`config.mk`:
```
export PLATFORM = sky130hd
export DESIGN_NAME = cross_clock_req_sender
export DESIGN_NICKNAME = d
export VERILOG_FILES = /design/src/rtl/cross_clock_req_sender.sv
export SDC_FILE = /design/constraint.sdc
export NUM_CORES = 1
export LEC_CHECK = 0
export CELL_PAD_IN_SITES_DETAIL_PLACEMENT = 0
export CELL_PAD_IN_SITES_GLOBAL_PLACEMENT = 1
export CORE_ASPECT_RATIO = 0.6
export CORE_MARGIN = 1.5
export CORE_UTILIZATION = 35
export DETAILED_ROUTE_END_ITERATION = 7
export PLACE_DENSITY_LB_ADDON = 0.15
export RECOVER_POWER = 25
export SLEW_MARGIN = 10
export SYNTH_ARGS = -nofsm -noshare
export SYNTH_HDL_FRONTEND = slang
export SYNTH_SLANG_ARGS = --single-unit
```
`constraint.sdc`:
```
create_clock -name clk -period 1.81 [get_ports clk]
set_input_delay 0.362 -clock clk [delete_from_list [all_inputs] [get_ports clk]]
set_output_delay 0.362 -clock clk [all_outputs]
set_load 0.05 [all_outputs]
```
`src/rtl/cross_clock_req_sender.sv`:
```
`timescale 1ns/1ps
// Source side of a four-phase req/ack crossing: stretches strobes into a held request level,
// waits for the filtered destination ack to rise and fall, and queues at most one strobe.
module cross_clock_req_sender #(
  parameter int HOLD_CYCLES = 4,
  parameter int TIMEOUT     = 1024
) (
  input  logic clk,
  input  logic rst,
  input  logic in_stb,
  input  logic in_ack,
  input  logic clr_overflow,
  output logic out_req,
  output logic busy,
  output logic done,
  output logic timeout,
  output logic overflow
);

  localparam int HW = (HOLD_CYCLES > 1) ? $clog2(HOLD_CYCLES) : 1;
  localparam int TW = (TIMEOUT > 1) ? $clog2(TIMEOUT) : 1;
  localparam logic [HW-1:0] HOLD_LAST = HW'(HOLD_CYCLES - 1);
  localparam logic [TW-1:0] WAIT_LAST = TW'((TIMEOUT > 0) ? TIMEOUT - 1 : 0);
  localparam bit TIMEOUT_EN = (TIMEOUT != 0);

  typedef enum logic [1:0] {
    IDLE    = 2'd0,
    ASSERT  = 2'd1,
    RELEASE = 2'd2
  } state_t;

  state_t        state_reg, state_next;
  logic [2:0]    ack_sync_reg, ack_sync_next;
  logic          ack_f_reg, ack_f_next;
  logic [HW-1:0] hold_cnt_reg, hold_cnt_next;
  logic [TW-1:0] wait_cnt_reg, wait_cnt_next;
  logic          pending_reg, pending_next;
  logic          overflow_reg, overflow_next;
  logic          done_reg, timeout_reg;
  logic          out_req_reg, busy_reg;
  logic          hold_met, ack_exit, wait_expired, release_exit;
  logic          strobe_drop, state_entry;

  // Three-stage synchronizer chain for the asynchronous ack
  genvar gi;
  generate
    for (gi = 0; gi < 3; gi++) begin : g_ack_sync
      if (gi == 0) begin : g_first
        assign ack_sync_next[gi] = in_ack;
      end else begin : g_rest
        assign ack_sync_next[gi] = ack_sync_reg[gi-1];
      end
    end
  endgenerate

  // The level only moves when two consecutive synchronized samples agree
  always_comb begin
    ack_f_next = ack_f_reg;
    if (ack_sync_reg[2:1] == 2'b11) begin
      ack_f_next = 1'b1;
    end else if (ack_sync_reg[2:1] == 2'b00) begin
      ack_f_next = 1'b0;
    end
  end

  assign hold_met     = (hold_cnt_reg == HOLD_LAST);
  assign ack_exit     = (state_reg == ASSERT) && ack_f_reg && hold_met;
  assign wait_expired = TIMEOUT_EN && (state_reg == ASSERT) && !ack_f_reg &&
                        (wait_cnt_reg == WAIT_LAST);
  assign release_exit = (state_reg == RELEASE) && !ack_f_reg && hold_met;

  always_comb begin
    state_next    = state_reg;
    pending_next  = pending_reg;
    overflow_next = overflow_reg;
    strobe_drop   = 1'b0;

    case (state_reg)
      IDLE: begin
        if (in_stb) state_next = ASSERT;
      end
      ASSERT: begin
        if (ack_exit || wait_expired) state_next = RELEASE;
      end
      RELEASE: begin
        if (release_exit) state_next = (pending_reg || in_stb) ? ASSERT : IDLE;
      end
      default: state_next = IDLE;
    endcase

    // On completion one request is consumed; a coincident strobe with a full queue refills it
    if (release_exit) begin
      pending_next = pending_reg & in_stb;
    end else if ((state_reg != IDLE) && in_stb) begin
      if (pending_reg) strobe_drop = 1'b1;
      else             pending_next = 1'b1;
    end

    if (strobe_drop)       overflow_next = 1'b1;
    else if (clr_overflow) overflow_next = 1'b0;
  end

  always_comb begin
    state_entry   = (state_next != state_reg);
    hold_cnt_next = hold_cnt_reg;
    wait_cnt_next = wait_cnt_reg;
    if (state_entry) begin
      hold_cnt_next = '0;
      wait_cnt_next = '0;
    end else begin
      if (!hold_met) hold_cnt_next = hold_cnt_reg + 1'b1;
      if ((state_reg == ASSERT) && (wait_cnt_reg != WAIT_LAST))
        wait_cnt_next = wait_cnt_reg + 1'b1;
    end
  end

  // out_req/busy come straight from flops so the crossing never sees a decode glitch
  always_ff @(posedge clk or posedge rst) begin
    if (rst) begin
      state_reg    <= IDLE;
      ack_sync_reg <= '0;
      ack_f_reg    <= 1'b0;
      hold_cnt_reg <= '0;
      wait_cnt_reg <= '0;
      pending_reg  <= 1'b0;
      overflow_reg <= 1'b0;
      done_reg     <= 1'b0;
      timeout_reg  <= 1'b0;
      out_req_reg  <= 1'b0;
      busy_reg     <= 1'b0;
    end else begin
      state_reg    <= state_next;
      ack_sync_reg <= ack_sync_next;
      ack_f_reg    <= ack_f_next;
      hold_cnt_reg <= hold_cnt_next;
      wait_cnt_reg <= wait_cnt_next;
      pending_reg  <= pending_next;
      overflow_reg <= overflow_next;
      done_reg     <= release_exit;
      timeout_reg  <= wait_expired;
      out_req_reg  <= (state_next == ASSERT);
      busy_reg     <= (state_next != IDLE);
    end
  end

  assign out_req  = out_req_reg;
  assign busy     = busy_reg;
  assign done     = done_reg;
  assign timeout  = timeout_reg;
  assign overflow = overflow_reg;

endmodule

```
==> results of run 1 <==
final timing paths:
check                           startpoint               to  cells after the start
setup / recovery           wait_cnt_reg[0]  wait_cnt_reg[0]                      6
hold / removal             ack_sync_reg[0]  ack_sync_reg[1]                      0
setup reg to reg           wait_cnt_reg[0]  wait_cnt_reg[0]                      6
hold reg to reg            ack_sync_reg[0]  ack_sync_reg[1]                      0
max in group asynchronous              rst  wait_cnt_reg[3]                      3
min in group asynchronous              rst  ack_sync_reg[1]                      3
worst reg2reg max path: stages, from the launching register on:
cell and delay [ns]:
sky130_fd_sc_hd__dfrtp_1 0.39, sky130_fd_sc_hd__ha_1 0.18, sky130_fd_sc_hd__nand2_1 0.08, sky130_fd_sc_hd__or3_4 0.41
sky130_fd_sc_hd__o31ai_4 0.30, sky130_fd_sc_hd__buf_4 0.21, sky130_fd_sc_hd__nor2_2 0.04
report_power, final:
part           total (mW)  switching (mW)  internal (mW)
logic               0.988           0.545          0.442
registers           0.766           0.111          0.655
clock network       0.473           0.177          0.296
total                2.23           0.834           1.39
through the flow:
step | total power, mW | hold WS (ns) | cells
after floorplan | 1.46 | 0.331 | 103
after global placement | 1.71 | 0.338 | 170
after detailed placement | 1.72 | 0.342 | 170
after CTS | 2.22 | 0.373 | 175
after global routing | 2.37 | 0.388 | 176
final | 2.23 | 0.366 | 176
cell type report:
cell class / count / area [µm²] / share of cell area (%)
inverter: 2 / 7.51 / 0.498
clock inverter: 1 / 30.0 / 1.99
sequential: 24 / 601 / 39.8
multi-input combinational: 76 / 573 / 38.0
timing repair buffer: 25 / 199 / 13.2
clock buffer: 3 / 41.3 / 2.74
tap: 45 / 56.3 / 3.73
Yosys cell counts, types with 2 or more instances:
library cell                n  area share, %
sky130_fd_sc_hd__nor2_2     6            3.1
sky130_fd_sc_hd__inv_1      2           0.63
sky130_fd_sc_hd__a311oi_1   2            1.5
sky130_fd_sc_hd__nor3_1     2           0.84
sky130_fd_sc_hd__nand4_1    2            1.0
sky130_fd_sc_hd__nor2b_1    3            1.6
sky130_fd_sc_hd__nand3_1    2           0.84
sky130_fd_sc_hd__mux2i_1    3            2.5
sky130_fd_sc_hd__a21oi_1    6            2.5
sky130_fd_sc_hd__o21ai_0    4            1.7
sky130_fd_sc_hd__nor2_1     4            1.3
sky130_fd_sc_hd__xor2_1     2            1.5
sky130_fd_sc_hd__nand2_1    7            2.2
sky130_fd_sc_hd__nor3_2     3            2.5
sky130_fd_sc_hd__ha_1       3            3.1
sky130_fd_sc_hd__and3_1     3            1.6
sky130_fd_sc_hd__and3_2     2            1.3
sky130_fd_sc_hd__dfrtp_1   24             50
logic make-up (layout without fill, tap and decap cells):
kind of cell | count (synthesis) | after routing | share of synthesized area (%)
flops | 24 | 24 | 50.4
xor+xnor | 3 | 3 | 2.20
compound gates | 19 | 19 | 12.9
mux | 5 | 5 | 4.72
buf+inv | 3 | 31 | 1.57
simple gates | 46 | 46 | 25.1
fa+ha+maj | 3 | 3 | 3.15
layer usage:
| layer | track usage, % | vias up | part of all wire [%] |
|---|---|---|---|
| met5 | 0 | - | 0 |
| met4 | 5.36 | 0 | 1.3 |
| met3 | 3.93 | 5 | 4.0 |
| met2 | 20.2 | 15 | 38 |
| met1 | 21.4 | 400 | 56 |
| li1 | - | 430 | - |
what timing repair did:
| action | in CTS | in global routing |
|---|---|---|
| pin swaps | 1 | 1 |
| gates cloned | 0 | 0 |
| gates resized for setup | 0 | 1 |
| endpoints found under the setup margin | 7 | 11 |
| setup buffers | 1 | 1 |
==> out/qor.csv, run 1 <==
stage,metric,value,unit
critical_path,timing.critical_path.slowest_cell_delay,0.41,ns
global_route,antenna_found_initial,0,
sta,finalClockSkew,0.0109,ns
routing,num_vias,850,
place,placement.setup.worst_slack,-0.0565,ns
sta,timing.final.crit_period,1.71,ns
place,detailed_place.area,1420,µm²
clock_tree,cts.hold.buffers_added,0,
synth,syn_avg_cell_area,11.6,µm²
synth,synth_edf_count,0,
die,io-pin-count,10,
sta,timing.fmax,584,MHz
sta,setup_violations,0,
global_route,grt_overflow,0,
critical_path,worstSetupPathType,register to register,
sta,period_share,94.6,%
place,port_buffers,9,
die,initial_core_util,36.5,%
sta,grt_setup_unrepaired,false,
synth,synth-main-ff-cell,sky130_fd_sc_hd__dfrtp_1,
critical_path,crit_path_start_kind,register,
critical_path,cp_max_fo,4,
routing,wl_per_cell,13.4,µm
die,die-width,78.4,µm
cells_and_area,number_of_flip_flops_under_the_largest_register_name,10,
clock_tree,numCtsBuffers,3,
critical_path,crit_buf_inv,1,
global_route,grt_first_pass_wirelength,3930,µm
cells_and_area,final_cell_mix,"sky130_fd_sc_hd__dfrtp_1, sky130_fd_sc_hd__buf_4, sky130_fd_sc_hd__nand2_1",
cells_and_area,final_util,46.2,%
worst_hold_path,worstHoldPathType,register to register,
routing,initialDrtViolationCount,90,
clock_tree,clock_tree_from_tritoncts,yes,
clock_tree,cts_clock_pin_slew_for_the_worst_setup_and_hold_paths,0.09,ns
cells_and_area,syn2layout_area_growth,26.4,%
clock_tree,root_driver,sky130_fd_sc_hd__clkbuf_8,
sta,worst_slew_margin_rel,60.9,%
synth,synth_seq_cells,24,
die,std_cell_rows,16,
die,floorplan.die_area,3780,µm²
die,placeable_core_area,3260,µm²
synth,synth_warnings,0,
place,globalplace.congestion,0.752,
synth,synth_cell_types,41,
synth,syn_nets,111,
die,die_height,48.2,µm
outcome,run_status,"finished, final reports clean",
sta,finalWorstSetupSlack,0.0974,ns
routing,ant_nets,0,
cells_and_area,n_antenna_cell,0,
routing,drt_first_pass_iters,4,
cells_and_area,final_cell_area,1510,µm²
critical_path,path_cells,"ha_1, nand2_1, or3_4, o31ai_4, buf_4, nor2_2",
critical_path,setup.worst_path.end_class,register,
critical_path,cpMaxStageDelayCell,sky130_fd_sc_hd__or3_4,
run,drv_cap,0,
power,pwr_density_cell,1480,nW/µm²
power,static-leakage-power,0.689,nW
global_route,grt_pass1_vias,780,
clock_tree,htreeDepth,1,
critical_path,arrival,1.89,ns
routing,detail_route.drc_violations,0,
cells_and_area,layout_commonest_cell,sky130_fd_sc_hd__dfrtp_1,
critical_path,cpLargestDelayFamily,simple AND/OR/NAND/NOR gates,
cells_and_area,design.final.nets,140,
routing,vias_per_cell,4.83,
synth,syn_area,1190,µm²
place,detailed_place_hpwl,1750,µm
global_route,pin_count_of_the_biggest_net_entering_global_routing,25,
sta,slew_viol_final,0,
synth,synth.yosys.seq_area_share,50.4,%
clock_tree,clockBufferDepth,2,
sta,hold_vio_cnt_final,0,
sta,totalNegativeSetupSlack,0,ns
global_route,grt_usage,14.5,%
power,ir_drop,0.721,mV
routing,wirelength,2360,µm
clock_tree,tritoncts_num_sinks,24,
sta,tightest_slew,0.587,ns
synth,synth_async_sr_flop_share,100,%
cells_and_area,filler_cell_count,301,
cells_and_area,drive_above_1_share,36.6,%
critical_path,reg2reg_setup_slack,0.1,ns
clock_tree,clk_latency,0.27,ns
synth,synthesis.instances,103,
critical_path,critPathRequiredTime,1.98,ns
Note: power is estimated with default switching activity, not from simulation.
==> inputs of run 2 (changes only) <==
Settings changed: CTS_CLUSTER_DIAMETER set to 80, SLEW_MARGIN 10 to not set.
==> results of run 2 <==
No change in the layout: final DEF, timing and power equal those of run 1.
